==> src/rtl/mux_key_lookup_pkg.sv <==
// Shared helpers for the key-to-data lookup multiplexer: index width
// computation and pair slice offsets inside the packed table.
package mux_key_lookup_pkg;

    // Ceiling log2; returns 0 for values of 0 or 1.
    function automatic int clog2(input int value);
        int result;
        result = 0;
        for (int p = 1; p < value; p = p * 2) begin
            result = result + 1;
        end
        return result;
    endfunction

    // Width of a pair index; never narrower than one bit.
    function automatic int idx_width(input int nr_key);
        int w;
        w = clog2(nr_key);
        if (w < 1) begin
            w = 1;
        end else begin
            w = w;
        end
        return w;
    endfunction

    // Bit offset of the data field (the LSB) of pair i.
    function automatic int pair_data_lsb(input int i, input int key_len, input int data_len);
        return i * (key_len + data_len);
    endfunction

    // Bit offset of the key field of pair i; the key sits above the data.
    function automatic int pair_key_lsb(input int i, input int key_len, input int data_len);
        return (i * (key_len + data_len)) + data_len;
    endfunction

endpackage

==> src/rtl/mux_key_lookup_if.sv <==
// Lookup bus: table, probe key and default in; combinational and registered
// results out. The client drives through master, the lookup block is slave.
interface mux_key_lookup_if
    import mux_key_lookup_pkg::*;
#(
    parameter int NR_KEY   = 2,
    parameter int KEY_LEN  = 1,
    parameter int DATA_LEN = 1
);
    localparam int IDX_W = idx_width(NR_KEY);
    localparam int LUT_W = NR_KEY * (KEY_LEN + DATA_LEN);

    logic [KEY_LEN-1:0]  key;
    logic [DATA_LEN-1:0] default_out;
    logic [LUT_W-1:0]    lut;
    logic                en;
    logic [DATA_LEN-1:0] out;
    logic                hit;
    logic [IDX_W-1:0]    hit_idx;
    logic [DATA_LEN-1:0] out_q;
    logic                hit_q;

    modport master (
        output key, default_out, lut, en,
        input  out, hit, hit_idx, out_q, hit_q
    );

    modport slave (
        input  key, default_out, lut, en,
        output out, hit, hit_idx, out_q, hit_q
    );
endinterface

==> src/rtl/mux_key_match.sv <==
// Key comparator bank plus highest-index priority encoder. The highest
// matching index wins so that the first-written pair of a concatenated
// table takes precedence on duplicate keys.
module mux_key_match
    import mux_key_lookup_pkg::*;
#(
    parameter int NR_KEY  = 2,
    parameter int KEY_LEN = 1
) (
    input  logic [KEY_LEN-1:0]        key,
    input  logic [NR_KEY*KEY_LEN-1:0] keys,
    output logic                      hit,
    output logic [idx_width(NR_KEY)-1:0] hit_idx
);
    localparam int IDX_W = idx_width(NR_KEY);

    logic [NR_KEY-1:0] match_s;
    logic              hit_s;
    logic [IDX_W-1:0]  hit_idx_s;

    // Exact compare of every pair key against the probe key.
    always_comb begin
        match_s = '0;
        for (int i = 0; i < NR_KEY; i++) begin
            match_s[i] = (keys[i*KEY_LEN +: KEY_LEN] == key);
        end
    end

    // Priority encode: scanning upwards, a later (higher) match overrides.
    always_comb begin
        hit_s     = 1'b0;
        hit_idx_s = '0;
        for (int i = 0; i < NR_KEY; i++) begin
            if (match_s[i]) begin
                hit_s     = 1'b1;
                hit_idx_s = IDX_W'(i);
            end else begin
                hit_s     = hit_s;
                hit_idx_s = hit_idx_s;
            end
        end
    end

    assign hit     = hit_s;
    assign hit_idx = hit_idx_s;

endmodule

==> src/rtl/mux_key_lookup.sv <==
// Parameterised key-to-data lookup with default. The combinational result
// is the primary output; out_q/hit_q give a one-cycle registered copy.
module mux_key_lookup
    import mux_key_lookup_pkg::*;
#(
    parameter int NR_KEY   = 2,
    parameter int KEY_LEN  = 1,
    parameter int DATA_LEN = 1
) (
    input  logic            clk,
    input  logic            rst_n,
    mux_key_lookup_if.slave bus
);
    localparam int IDX_W = idx_width(NR_KEY);

    logic [NR_KEY*KEY_LEN-1:0] keys_s;
    logic [DATA_LEN-1:0]       data_s [NR_KEY];
    logic                      hit_s;
    logic [IDX_W-1:0]          hit_idx_s;
    logic [DATA_LEN-1:0]       out_s;

    logic [DATA_LEN-1:0]       out_d;
    logic [DATA_LEN-1:0]       out_q;
    logic                      hit_d;
    logic                      hit_q;

    // Split the packed table into a flat key vector and a data array.
    always_comb begin
        keys_s = '0;
        for (int i = 0; i < NR_KEY; i++) begin
            keys_s[i*KEY_LEN +: KEY_LEN] = bus.lut[pair_key_lsb(i, KEY_LEN, DATA_LEN) +: KEY_LEN];
            data_s[i] = bus.lut[pair_data_lsb(i, KEY_LEN, DATA_LEN) +: DATA_LEN];
        end
    end

    mux_key_match #(
        .NR_KEY  (NR_KEY),
        .KEY_LEN (KEY_LEN)
    ) u_match (
        .key     (bus.key),
        .keys    (keys_s),
        .hit     (hit_s),
        .hit_idx (hit_idx_s)
    );

    // Select the winning pair's data, or the default when nothing matched.
    always_comb begin
        out_s = bus.default_out;
        if (hit_s) begin
            for (int i = 0; i < NR_KEY; i++) begin
                if (hit_idx_s == IDX_W'(i)) begin
                    out_s = data_s[i];
                end else begin
                    out_s = out_s;
                end
            end
        end else begin
            out_s = bus.default_out;
        end
    end

    // Next state of the registered copy: load on en, otherwise hold.
    always_comb begin
        out_d = out_q;
        hit_d = hit_q;
        if (bus.en) begin
            out_d = out_s;
            hit_d = hit_s;
        end else begin
            out_d = out_q;
            hit_d = hit_q;
        end
    end

    // Registered outputs with asynchronous clear.
    always_ff @(posedge clk or negedge rst_n) begin
        if (!rst_n) begin
            out_q <= '0;
            hit_q <= 1'b0;
        end else begin
            out_q <= out_d;
            hit_q <= hit_d;
        end
    end

    assign bus.out     = out_s;
    assign bus.hit     = hit_s;
    assign bus.hit_idx = hit_idx_s;
    assign bus.out_q   = out_q;
    assign bus.hit_q   = hit_q;

endmodule

==> src/flat_wrapper.sv <==
// flat-port wrapper written by rule: the top's interface ports become plain ports
module mux_key_lookup_flat import mux_key_lookup_pkg::*;
#(
    parameter int NR_KEY   = 2,
    parameter int KEY_LEN  = 1,
    parameter int DATA_LEN = 1
)
  (clk, rst_n, bus_key, bus_default_out, bus_lut, bus_en, bus_out, bus_hit, bus_hit_idx, bus_out_q, bus_hit_q);
  mux_key_lookup_if #(.NR_KEY(NR_KEY), .KEY_LEN(KEY_LEN), .DATA_LEN(DATA_LEN)) bus_i ();
  input  logic clk;
  input  logic rst_n;
  input wire logic [$bits(bus_i.key)-1:0] bus_key;
  input wire logic [$bits(bus_i.default_out)-1:0] bus_default_out;
  input wire logic [$bits(bus_i.lut)-1:0] bus_lut;
  input wire logic [$bits(bus_i.en)-1:0] bus_en;
  output wire logic [$bits(bus_i.out)-1:0] bus_out;
  output wire logic [$bits(bus_i.hit)-1:0] bus_hit;
  output wire logic [$bits(bus_i.hit_idx)-1:0] bus_hit_idx;
  output wire logic [$bits(bus_i.out_q)-1:0] bus_out_q;
  output wire logic [$bits(bus_i.hit_q)-1:0] bus_hit_q;
  assign bus_i.key = bus_key;
  assign bus_i.default_out = bus_default_out;
  assign bus_i.lut = bus_lut;
  assign bus_i.en = bus_en;
  assign bus_out = bus_i.out;
  assign bus_hit = bus_i.hit;
  assign bus_hit_idx = bus_i.hit_idx;
  assign bus_out_q = bus_i.out_q;
  assign bus_hit_q = bus_i.hit_q;
  mux_key_lookup #(.NR_KEY(NR_KEY), .KEY_LEN(KEY_LEN), .DATA_LEN(DATA_LEN)) u_core (.clk(clk), .rst_n(rst_n), .bus(bus_i));
endmodule
==> config.mk <==
export PLATFORM = sky130hd
export DESIGN_NAME = mux_key_lookup_flat
export DESIGN_NICKNAME = d
export VERILOG_FILES = /design/src/rtl/mux_key_lookup_pkg.sv /design/src/rtl/mux_key_lookup_if.sv /design/src/rtl/mux_key_match.sv /design/src/rtl/mux_key_lookup.sv /design/src/flat_wrapper.sv
export SDC_FILE = /design/constraint.sdc
export NUM_CORES = 1
export LEC_CHECK = 0
export BUFFER_PORTS_ARGS = -buffer_cell sky130_fd_sc_hd__buf_4
export CAP_MARGIN = 20
export CORE_AREA = 2 2 39 41
export DETAILED_ROUTE_END_ITERATION = 10
export DIE_AREA = 0 0 41 43
export PLACE_DENSITY = 0.34
export SLEW_MARGIN = 5
export SYNTH_ARGS = -nofsm -noshare
export SYNTH_HDL_FRONTEND = slang
export SYNTH_HIERARCHICAL = 1
export SYNTH_SLANG_ARGS = --single-unit
==> constraint.sdc <==
create_clock -name clk -period 1 [get_ports clk]
set_clock_uncertainty 0.2 [all_clocks]
set_input_delay 0.2 -clock clk [delete_from_list [all_inputs] [get_ports clk]]
set_output_delay 0.2 -clock clk [all_outputs]
set_load 0.01 [all_outputs]
[Yosys cells after proc, flatten, opt, wreduce, memory -nomap -nowiden]
Index checks and enable logic that the tools add are counted.
Operators by class
  add/sub/neg operators: 0
  multiply operators: 0
  shifts and indexed selects: 0
  divide/modulo/power cells: 0
  $lt $le $gt $ge: 0
  reduce and logical (&&, ||, !) cells: 0
  bitwise operators: 0
  mux-type cells: 5
  equal/unequal tests: 2
Operator list (number)
  $mux 1: 5
  $eq 1x1->1: 2
Word-level totals
  word-level logic and storage cells: 9
  latch bits: 0
  RAM bits: 0
  memories kept: 0
  bits in read-only memories: 0
  bits in registers: 2
  output and inout port bits: 5

[Logic depth before layout (Yosys ltp)]
Gate-level depths: netlist (run 1).
  word-level depth: 4
  gate-level depth with buffers: 4

[Modules after synthesis]
The synthesis (run 1) kept the hierarchy.
Modules (own cells, without submodules)
  mux_key_lookup: times used 1, cells an instance 11, area an instance 107.6 um^2, sequential area each 50.0 um^2
  mux_key_match: times used 1, cells an instance 4, area an instance 26.3 um^2, sequential area each 0.0 um^2

[Worst setup path after synthesis (run 1)]
OpenSTA, ideal clock, no wires.
  path kind: input port to output port
  start point: input bus_lut[1]
  end point: output bus_out
  stages: 4
  path buffers: 0
  slack: -0.395 ns
  data required time: 0.600 ns
  arrival: 0.995 ns
  cell sequence: and3b_1 -> a21oi_1 -> nor2_1 -> a21oi_1
Between the ends
  cells in the longest elaborated chain, start to end: 4
Ends and longest elaborated chain
  start: declaration: line flat_wrapper.sv:14  | input wire logic [$bits(bus_i.lut)-1:0] bus_lut;
  $eq 1x1->1: line mux_key_match.sv:25  | match_s[i] = (keys[i*KEY_LEN +: KEY_LEN] == key);
  $mux 1 (2 in a row): line mux_key_match.sv:34  | if (match_s[i]) begin
  named net bus_hit: line flat_wrapper.sv:17  | output wire logic [$bits(bus_i.hit)-1:0] bus_hit;
  $mux 1: line mux_key_lookup.sv:49  | if (hit_s) begin
  end: declaration: line flat_wrapper.sv:16  | output wire logic [$bits(bus_i.out)-1:0] bus_out;
The timed path passes the listed nets, and every way through them passes these cells.

[Final worst setup path (run 1)]
  start point: input bus_lut[3]
  end point: output bus_out
Between the ends
  cells in the longest elaborated chain, start to end: 4
  elaborated cells on any way between the ends: 5
  those cells by class: eq/ne (1); mux (4)
Ends and longest elaborated chain
  $eq 1x1->1 (*): line mux_key_match.sv:25
  $mux 1: line mux_key_match.sv:34
  $mux 1: line mux_key_lookup.sv:51  | if (hit_idx_s == IDX_W'(i)) begin
  $mux 1 (*): line mux_key_lookup.sv:49
Mark *: on every way between the ends. The rest lies on a longest branch, timed or not.

==> summary.md, run 1 <==
| Metric | Value |
|---|---|
| Number of global-route vias before repair | around 250 |
| Reg2Reg Depth | 3 |
| Number of distinct library cells after synthesis | 12 |
| Overall via count from detail_route | around 220 |
| Share of layout cells above drive strength 1 | 0.8140 |
| Setup violations, final | 7 |
| Maximum VDD drop | 0.2234 mV |
| Clock Sinks | 2 |
| Aggregate negative setup slack | -1.697 ns |
| Violated checks | negative setup slack |
| Yosys warning count | 6 |
| Sequential Area | about 50 µm² |
| Outcome | finished with violations |
| Layout overhead on the synthesized area | 243.9% |
| Core ar. | between 1000 and 1500 µm² |
| Later-pin clock latency in the skew report | 0.22 ns |
| Buffer levels on the longest clock path | 2 |
| Endpoint required time on the critical path | ~0.60 ns |
| Mean instance size in the synthesized netlist | around 8.9 µm² |
| Element type at the critical path end | output port |
| Effective utilization at floorplan | 0.09674 |
| Global route overflow | 0 |
| Synthesized netlist cell count | 15 |
| Comb power frac | 0.463 |
| Multi-input combinational cell area | around 130 µm² |
| Pin count of the biggest net entering global routing | 5 |
| Switching Power | roughly 0.12 mW |
| Slowest library cell on the worst path | sky130_fd_sc_hd__mux2i_2 |
| Antenna violations before repair | 0 |
| Initial DRC count | 4 |
| Detailed-route vias per instance | 3.746 |
| Maximum fanout count along the critical path | 3 |
| Slew at the pin closest to its max-slew limit | 0.1943 ns |
| Cell at the root of the clock tree | sky130_fd_sc_hd__clkbuf_4 |
| Crit path largest cell delay | approximately 0.27 ns |
| Antenna diode count | 0 |
| Wire length reported by the detailed router | roughly 580 µm |
| Internal reg-to-reg setup slack | -0.01 ns |
| Endpoint of the most critical register-to-register path | u_core/bus.out_q |
| Wire length of the first global-routing pass | about 930 µm |
| Width of the die | approximately 41 µm |
| Crit path capture | bus_out |
| Synthesized cell area | approximately 130 µm² |
| Boundary Pins | 14 |
| Leading cell type in the layout, fill and taps excluded | sky130_fd_sc_hd__buf_4 |
| CP cell instances | buf_8 > xnor2_4 > mux2i_2 > a21oi_2 > buf_4 |
| Cell-internal power | ~0.38 mW |
| Post-route fraction of the period consumed by the critical path | 1.379 |
| Floorplan die area | 1763 µm² |
| Fraction of power consumed by the clock network | 0.341 |
| CP startpoint | bus_lut[3] |
| Dominant combinational cell family by area after synthesis | simple AND/OR/NAND/NOR gates |
| CTS tree | yes |
| Drc violations | 0 |
| Reg clk slew, reported paths | ~0.03 ns |
| Combined global-route utilization of all metal layers | 0.08417 |
| Die H | around 43 µm |
| Sw Ratio | 0.2488 |
| Synthesized-area fraction occupied by and/or/nand/nor cells | 0.2523 |
| Post-synthesis compound-gate area fraction | 0.2056 |
| Time the final worst path needs with I/O delays and setup | between 1 and 1.5 ns |
| Number of pins exceeding their max-slew limit in the final report | 0 |
| Remaining max-slew budget at the tightest pin | 0.8679 |
| Static Leakage | 0.2219 nW |
| Drt pass-1 iters | 2 |
| Post-detailed-route count of antenna-violating nets | 0 |
| Multiplexer area fraction after synthesis | 0.07477 |
| Hold violation count in the final report | 0 |
| Startpoint kind of the worst setup timing path | primary input |
| Worst endpoint data arrival time | 0.98 ns |
| Seq/Total Area, Yosys | 0.3738 |
| Highest attainable clock frequency | roughly 730 MHz |
| Worst hold stages | 2 |
| Count of fill cells added during filler insertion | ~150 |
| Share of synthesized cell area in full adder, half adder and majority cells | 0 |
| Worst setup margin | -0.3791 ns |
| Sequential power share | 0.195 |
| Port bufs | 13 |
| Num CTS Buffers | 3 |
| Final Wtd Congestion | roughly 0.52 |
| Row count | 14 |
| Kind of critical path | in2out |
| Top library cells by usage in the layout, fill and taps aside | sky130_fd_sc_hd__buf_4, sky130_fd_sc_hd__buf_6, sky130_fd_sc_hd__clkbuf_4 |
| Worst Min Path Start | bus_en |
| Count of nets after finishing | 54 |
| Drt wl/cell | approximately 10 µm |
| Path type of the worst min-delay path | in2reg |
| Post-Synth XOR/XNOR Area | 0.06542 |
| Power consumption | around 0.50 mW |
| Maxcap violations | 0 |
| Unrepaired setup endpoints after global routing | true |
| Level count of the clock H-tree | 1 |
| Net count of the mapped netlist | 24 |
| Startpoint of the most critical register-to-register path | u_core/bus.out_q |
| DP HPWL | roughly 420 µm |
| Synthesized flop and latch total | 2 |
| Total power divided by cell area | around 1100 nW/µm² |
## worst min-delay path by stage
stage / slack (ns) / endpoint
2_1_floorplan: -0.30 / u_core/bus.hit_q
3_3_place_gp: -0.22 / u_core/bus.out_q
3_5_place_dp: -0.22 / u_core/bus.out_q
4_1_cts: 0.003 / u_core/bus.hit_q
5_1_grt: 0.01 / u_core/bus.hit_q
6_report: 0.006 / u_core/bus.hit_q
## cells by family (layout without fill, tap and decap cells)
logic type / after synthesis / in the layout
AO/OA/AOI/OAI: 4 / 4
XOR/XNOR: 1 / 1
buffers and inverters: 1 / 29
flip-flops: 2 / 2
multiplexers: 1 / 1
AND/OR/NAND/NOR: 6 / 6
## synthesized netlist by cell type
cell type,instances,area (µm²)
sky130_fd_sc_hd__a21oi_1,2,10.01
sky130_fd_sc_hd__and3b_1,1,8.760
sky130_fd_sc_hd__dfrtp_1,2,50.05
sky130_fd_sc_hd__inv_1,1,3.750
sky130_fd_sc_hd__mux2i_1,1,10.01
sky130_fd_sc_hd__nand2_1,1,3.750
sky130_fd_sc_hd__nand2b_1,1,6.260
sky130_fd_sc_hd__nand3b_1,1,7.510
sky130_fd_sc_hd__nor2_1,2,7.510
sky130_fd_sc_hd__o211ai_2,1,12.51
sky130_fd_sc_hd__o21ai_0,1,5.000
sky130_fd_sc_hd__xnor2_1,1,8.760
## cell type report
cell class | count | share of cell area
well taps | 16 | 0.04348
clock buffers | 3 | 0.04891
multi-input cells | 12 | 0.2799
repair buffers | 25 | 0.5109
flip-flops and latches | 2 | 0.1087
inverters | 1 | 0.008152
## power groups by stage
stage	logic, mW	registers, mW	clock network [mW]
6_report	0.233	0.0980	0.171
5_1_grt	0.251	0.0995	0.196
4_1_cts	0.218	0.0980	0.182
3_5_place_dp	0.163	0.0972	0
3_3_place_gp	0.160	0.0974	0
2_1_floorplan	0.0591	0.102	0
## sequential cells by signal, summed over array words and instances, names as in the netlist
signal,count
u_core/bus.hit_q,1
u_core/bus.out_q,1
## critical path, delay by kind of cell
| kind | cells | cell delay (ns) |
|---|---|---|
| buf+inv | 2 | 0.25 |
| mux | 1 | 0.27 |
| xor+xnor | 1 | 0.18 |
| compound gates | 1 | 0.07 |
## per-stage QoR
stage	worst slack, ns	cell area [µm²]	hold WS, ns	instances	utilization
global route	-0.4227	460.4	0.01165	59	0.3327
finish	-0.3791	460.4	0.006182	59	0.3327
CTS	-0.3824	437.9	0.002798	58	0.3165
global placement	-0.3940	326.6	-0.2179	49	0.2360
floorplan	-0.1879	171.4	-0.2956	15	-
detailed placement	-0.4185	326.6	-0.2152	49	0.2360
## metal layers
metal | GRT usage | share of wire | vias to the layer above
met5 | 0 | 0 | -
met4 | 0.08000 | 0 | 0
met3 | 0.03141 | 0.093 | 0
met2 | 0.1344 | 0.51 | 14
met1 | 0.07348 | 0.40 | 97
li1 | - | - | 110
## what timing repair did
| item | 4_1_cts | 5_1_grt |
|---|---|---|
| endpoints found under the setup margin | 7 | 7 |
| pin swaps | 4 | 2 |
| gates resized for setup | 11 | 5 |
| hold endpoints to repair | 2 | 0 |
| hold buffers | 1 | 0 |
| setup buffers | 7 | 1 |
| gates cloned | 0 | 0 |
(Power assumes the default switching activity.)
==> run 2: changes to the inputs <==
--- a/config.mk
+++ b/config.mk
@@ -10,7 +10,7 @@
 export CORE_AREA = 2 2 39 41
 export DETAILED_ROUTE_END_ITERATION = 10
 export DIE_AREA = 0 0 41 43
-export PLACE_DENSITY = 0.34
+export PLACE_DENSITY = 0.33
 export SLEW_MARGIN = 5
 export SYNTH_ARGS = -nofsm -noshare
 export SYNTH_HDL_FRONTEND = slang
==> constraint.sdc (replaced) <==
create_clock -name clk -period 1.3 [get_ports clk]
set_clock_uncertainty 0.2 [all_clocks]
set_input_delay 0.26 -clock clk [delete_from_list [all_inputs] [get_ports clk]]
set_output_delay 0.26 -clock clk [all_outputs]
set_load 0.01 [all_outputs]
==> run 2 against run 1 <==
Effect of this change:
- the run still ends with negative setup slack left
- combinational power shrank 42%
- sequential power decreased by 24%
- clock power shrank 23%
- total power down 32%
- register-to-register slack improved by 0.45 ns
- utilization down 5.2 points
- wire length is 16% lower
- non-clock buffer count fell by 5
- global-route usage down 1.1 points
- die area unchanged
- critical endpoint unchanged
==> summary.md, run 2 (synthesis results as in run 1) <==
| Metric | Value |
|---|---|
| Largest registers in the final layout | u_core/bus.hit_q x1, u_core/bus.out_q x1 |
| Combined global-route utilization of all metal layers | 0.07322 (-0.01095) |
| Maximum fanout count along the critical path | 3 (unchanged) |
| Placed cell count | 48 (-2.0%) |
| Wire length of the first global-routing pass | 821 µm (-12%) |
| Worst endpoint data arrival time | 1.04 ns (+0.06 ns) |
| Kind of critical path | in2out |
| Highest attainable clock frequency | roughly 670 MHz |
| Port bufs | 13 (unchanged) |
| Pin count of the biggest net entering global routing | 5 (unchanged) |
| Layout overhead on the synthesized area | 190.7% |
| Outcome | finished with violations |
| Detailed-route vias per instance | 3.667 (-2.1%) |
| Violated checks | negative setup slack |
| Later-pin clock latency in the skew report | 0.22 ns (about the same) |
| Time the final worst path needs with I/O delays and setup | approximately 1.5 ns |
| Count of nets after finishing | 49 (-9.3%) |
| Total power divided by cell area | 874.8 nW/µm² (-20%) |
| CTS tree | yes |
| Startpoint of the most critical register-to-register path | u_core/bus.out_q |
| Post-route fraction of the period consumed by the critical path | 1.153 |
| Remaining max-slew budget at the tightest pin | 0.8642 (-0.003712) |
| Maxcap violations | 0 (unchanged) |
| Core ar. | 1384 µm² (unchanged) |
| Worst setup margin | -0.1995 ns (+0.1796 ns) |
| Share of layout cells above drive strength 1 | 0.7632 (-0.05080) |
| Cell at the root of the clock tree | sky130_fd_sc_hd__clkbuf_4 |
| Drt wl/cell | 9.000 µm (-8.1%) |
| Top library cells by usage in the layout, fill and taps aside | sky130_fd_sc_hd__buf_4, sky130_fd_sc_hd__clkbuf_4, sky130_fd_sc_hd__buf_8, sky130_fd_sc_hd__dfrtp_1 |
| Floorplan die area | 1763 µm² (unchanged) |
| Reg2Reg Depth | 2 (-1) |
| Crit path capture | bus_out |
| Final cell count without fillers | 54 (-8.5%) |
| CP startpoint | bus_key |
| Initial DRC count | 0 (-4) |
| Level count of the clock H-tree | 1 (unchanged) |
| Wire length reported by the detailed router | 486 µm (-16%) |
| Effective utilization at floorplan | 0.09674 (unchanged) |
| Num CTS Buffers | 3 (unchanged) |
| Final Wtd Congestion | 0.5699 (+10%) |
| Drc violations | 0 (unchanged) |
| Path type of the worst min-delay path | in2reg |
| Antenna violations before repair | 0 (unchanged) |
| Clock Sinks | 2 (unchanged) |
| Worst slack at placement | -0.2440 ns (+0.1745 ns) |
| Global route overflow | 0 (unchanged) |
| Buffer levels on the longest clock path | 2 (unchanged) |
| Startpoint kind of the worst setup timing path | primary input |
| Reg clk slew, reported paths | 0.03 ns (about the same) |
| Internal reg-to-reg setup slack | 0.44 ns (+0.45 ns) |
| Setup violations, final | 2 (-5) |
| Row count | 14 (unchanged) |
| Boundary Pins | 14 (unchanged) |
| Maximum VDD drop | 0.2547 mV (+14%) |
| Slew at the pin closest to its max-slew limit | 0.1997 ns (+0.005460 ns) |
| Endpoint of the most critical register-to-register path | u_core/bus.out_q |
| Post-detailed-route count of antenna-violating nets | 0 (unchanged) |
| Static Leakage | 0.1864 nW (-16%) |
| Hold violation count in the final report | 0 (unchanged) |
| Leading cell type in the layout, fill and taps excluded | sky130_fd_sc_hd__buf_4 |
| Drt pass-1 iters | 1 (-1) |
| Number of pins exceeding their max-slew limit in the final report | 0 (unchanged) |
| Element type at the critical path end | output port |
| Unrepaired setup endpoints after global routing | true |
| Width of the die | 41 µm (unchanged) |
| Overall via count from detail_route | 198 (-10%) |
| Number of global-route vias before repair | 226 (-7.8%) |
| Antenna diode count | 0 (unchanged) |
| Die H | 43 µm (unchanged) |
| Endpoint required time on the critical path | 0.84 ns (+0.24 ns) |
| Final core utilization | 0.2812 (-0.05154) |
| Power consumption | 0.3404 mW (-32%) |
==> run 2: cell type report <==
type | count | area [µm²]
Multi-Input combinational cell | 12 | 121.4
Tap cell | 16 | 20.02
Clock buffer | 3 | 22.52
Sequential cell | 2 | 50.05
Inverter | 1 | 3.754
Fill cell | 149 | 994.7
Timing Repair Buffer | 20 | 171.4
==> run 2: repair_timing <==
item / CTS / global route
hold endpoints to repair: 2 / 0
pin swaps: 4 / 3
setup endpoints to repair: 2 / 2
hold buffers: 1 / 0
buffers inserted: 1 / 1
gates resized for setup: 4 / 3
==> run 2: stage by stage <==
stage | TNS, ns | hold slack (ns) | cell area, µm²
3_3_place_gp | -0.5410 | -0.1577 | 319.1
2_1_floorplan | -0.008207 | -0.2356 | 171.4
6_report | -0.3381 | 0.07672 | 389.1
4_1_cts | -0.3485 | 0.07677 | 372.9
3_5_place_dp | -0.5861 | -0.1528 | 319.1
5_1_grt | -0.4348 | 0.08877 | 389.1
==> run 2: layer usage <==
layer / vias up / GRT usage / wire (µm)
li1: 98 / - / -
met1: 87 / 0.05769 / 162
met2: 13 / 0.1219 / 244
met3: 0 / 0.02094 / 79
met4: 0 / 0.08000 / 0
met5: - / 0 / 0
==> run 2: where the power goes <==
part | internal (mW) | total [mW] | switching (mW)
logic | 0.0839 | 0.134 | 0.0500
clock network | 0.101 | 0.132 | 0.0305
registers | 0.0705 | 0.0747 | 0.00421
total | 0.256 | 0.340 | 0.0847
==> run 2: worst max-delay path: stages <==
cell,delay (ns)
sky130_fd_sc_hd__buf_8,0.11
sky130_fd_sc_hd__xnor2_4,0.18
sky130_fd_sc_hd__mux2i_2,0.27
sky130_fd_sc_hd__a21oi_2,0.07
sky130_fd_sc_hd__buf_4,0.14
==> run 2: how the worst min path moves through the flow <==
stage	from	endpoint	slack, ns	cells after the start
6_report	bus_en	u_core/bus.hit_q	0.08	2
5_1_grt	bus_en	u_core/bus.hit_q	0.09	2
4_1_cts	bus_en	u_core/bus.hit_q	0.08	2
3_5_place_dp	rst_n	u_core/bus.hit_q	-0.15	1
3_3_place_gp	rst_n	u_core/bus.out_q	-0.16	1
2_1_floorplan	rst_n	u_core/bus.hit_q	-0.24	0
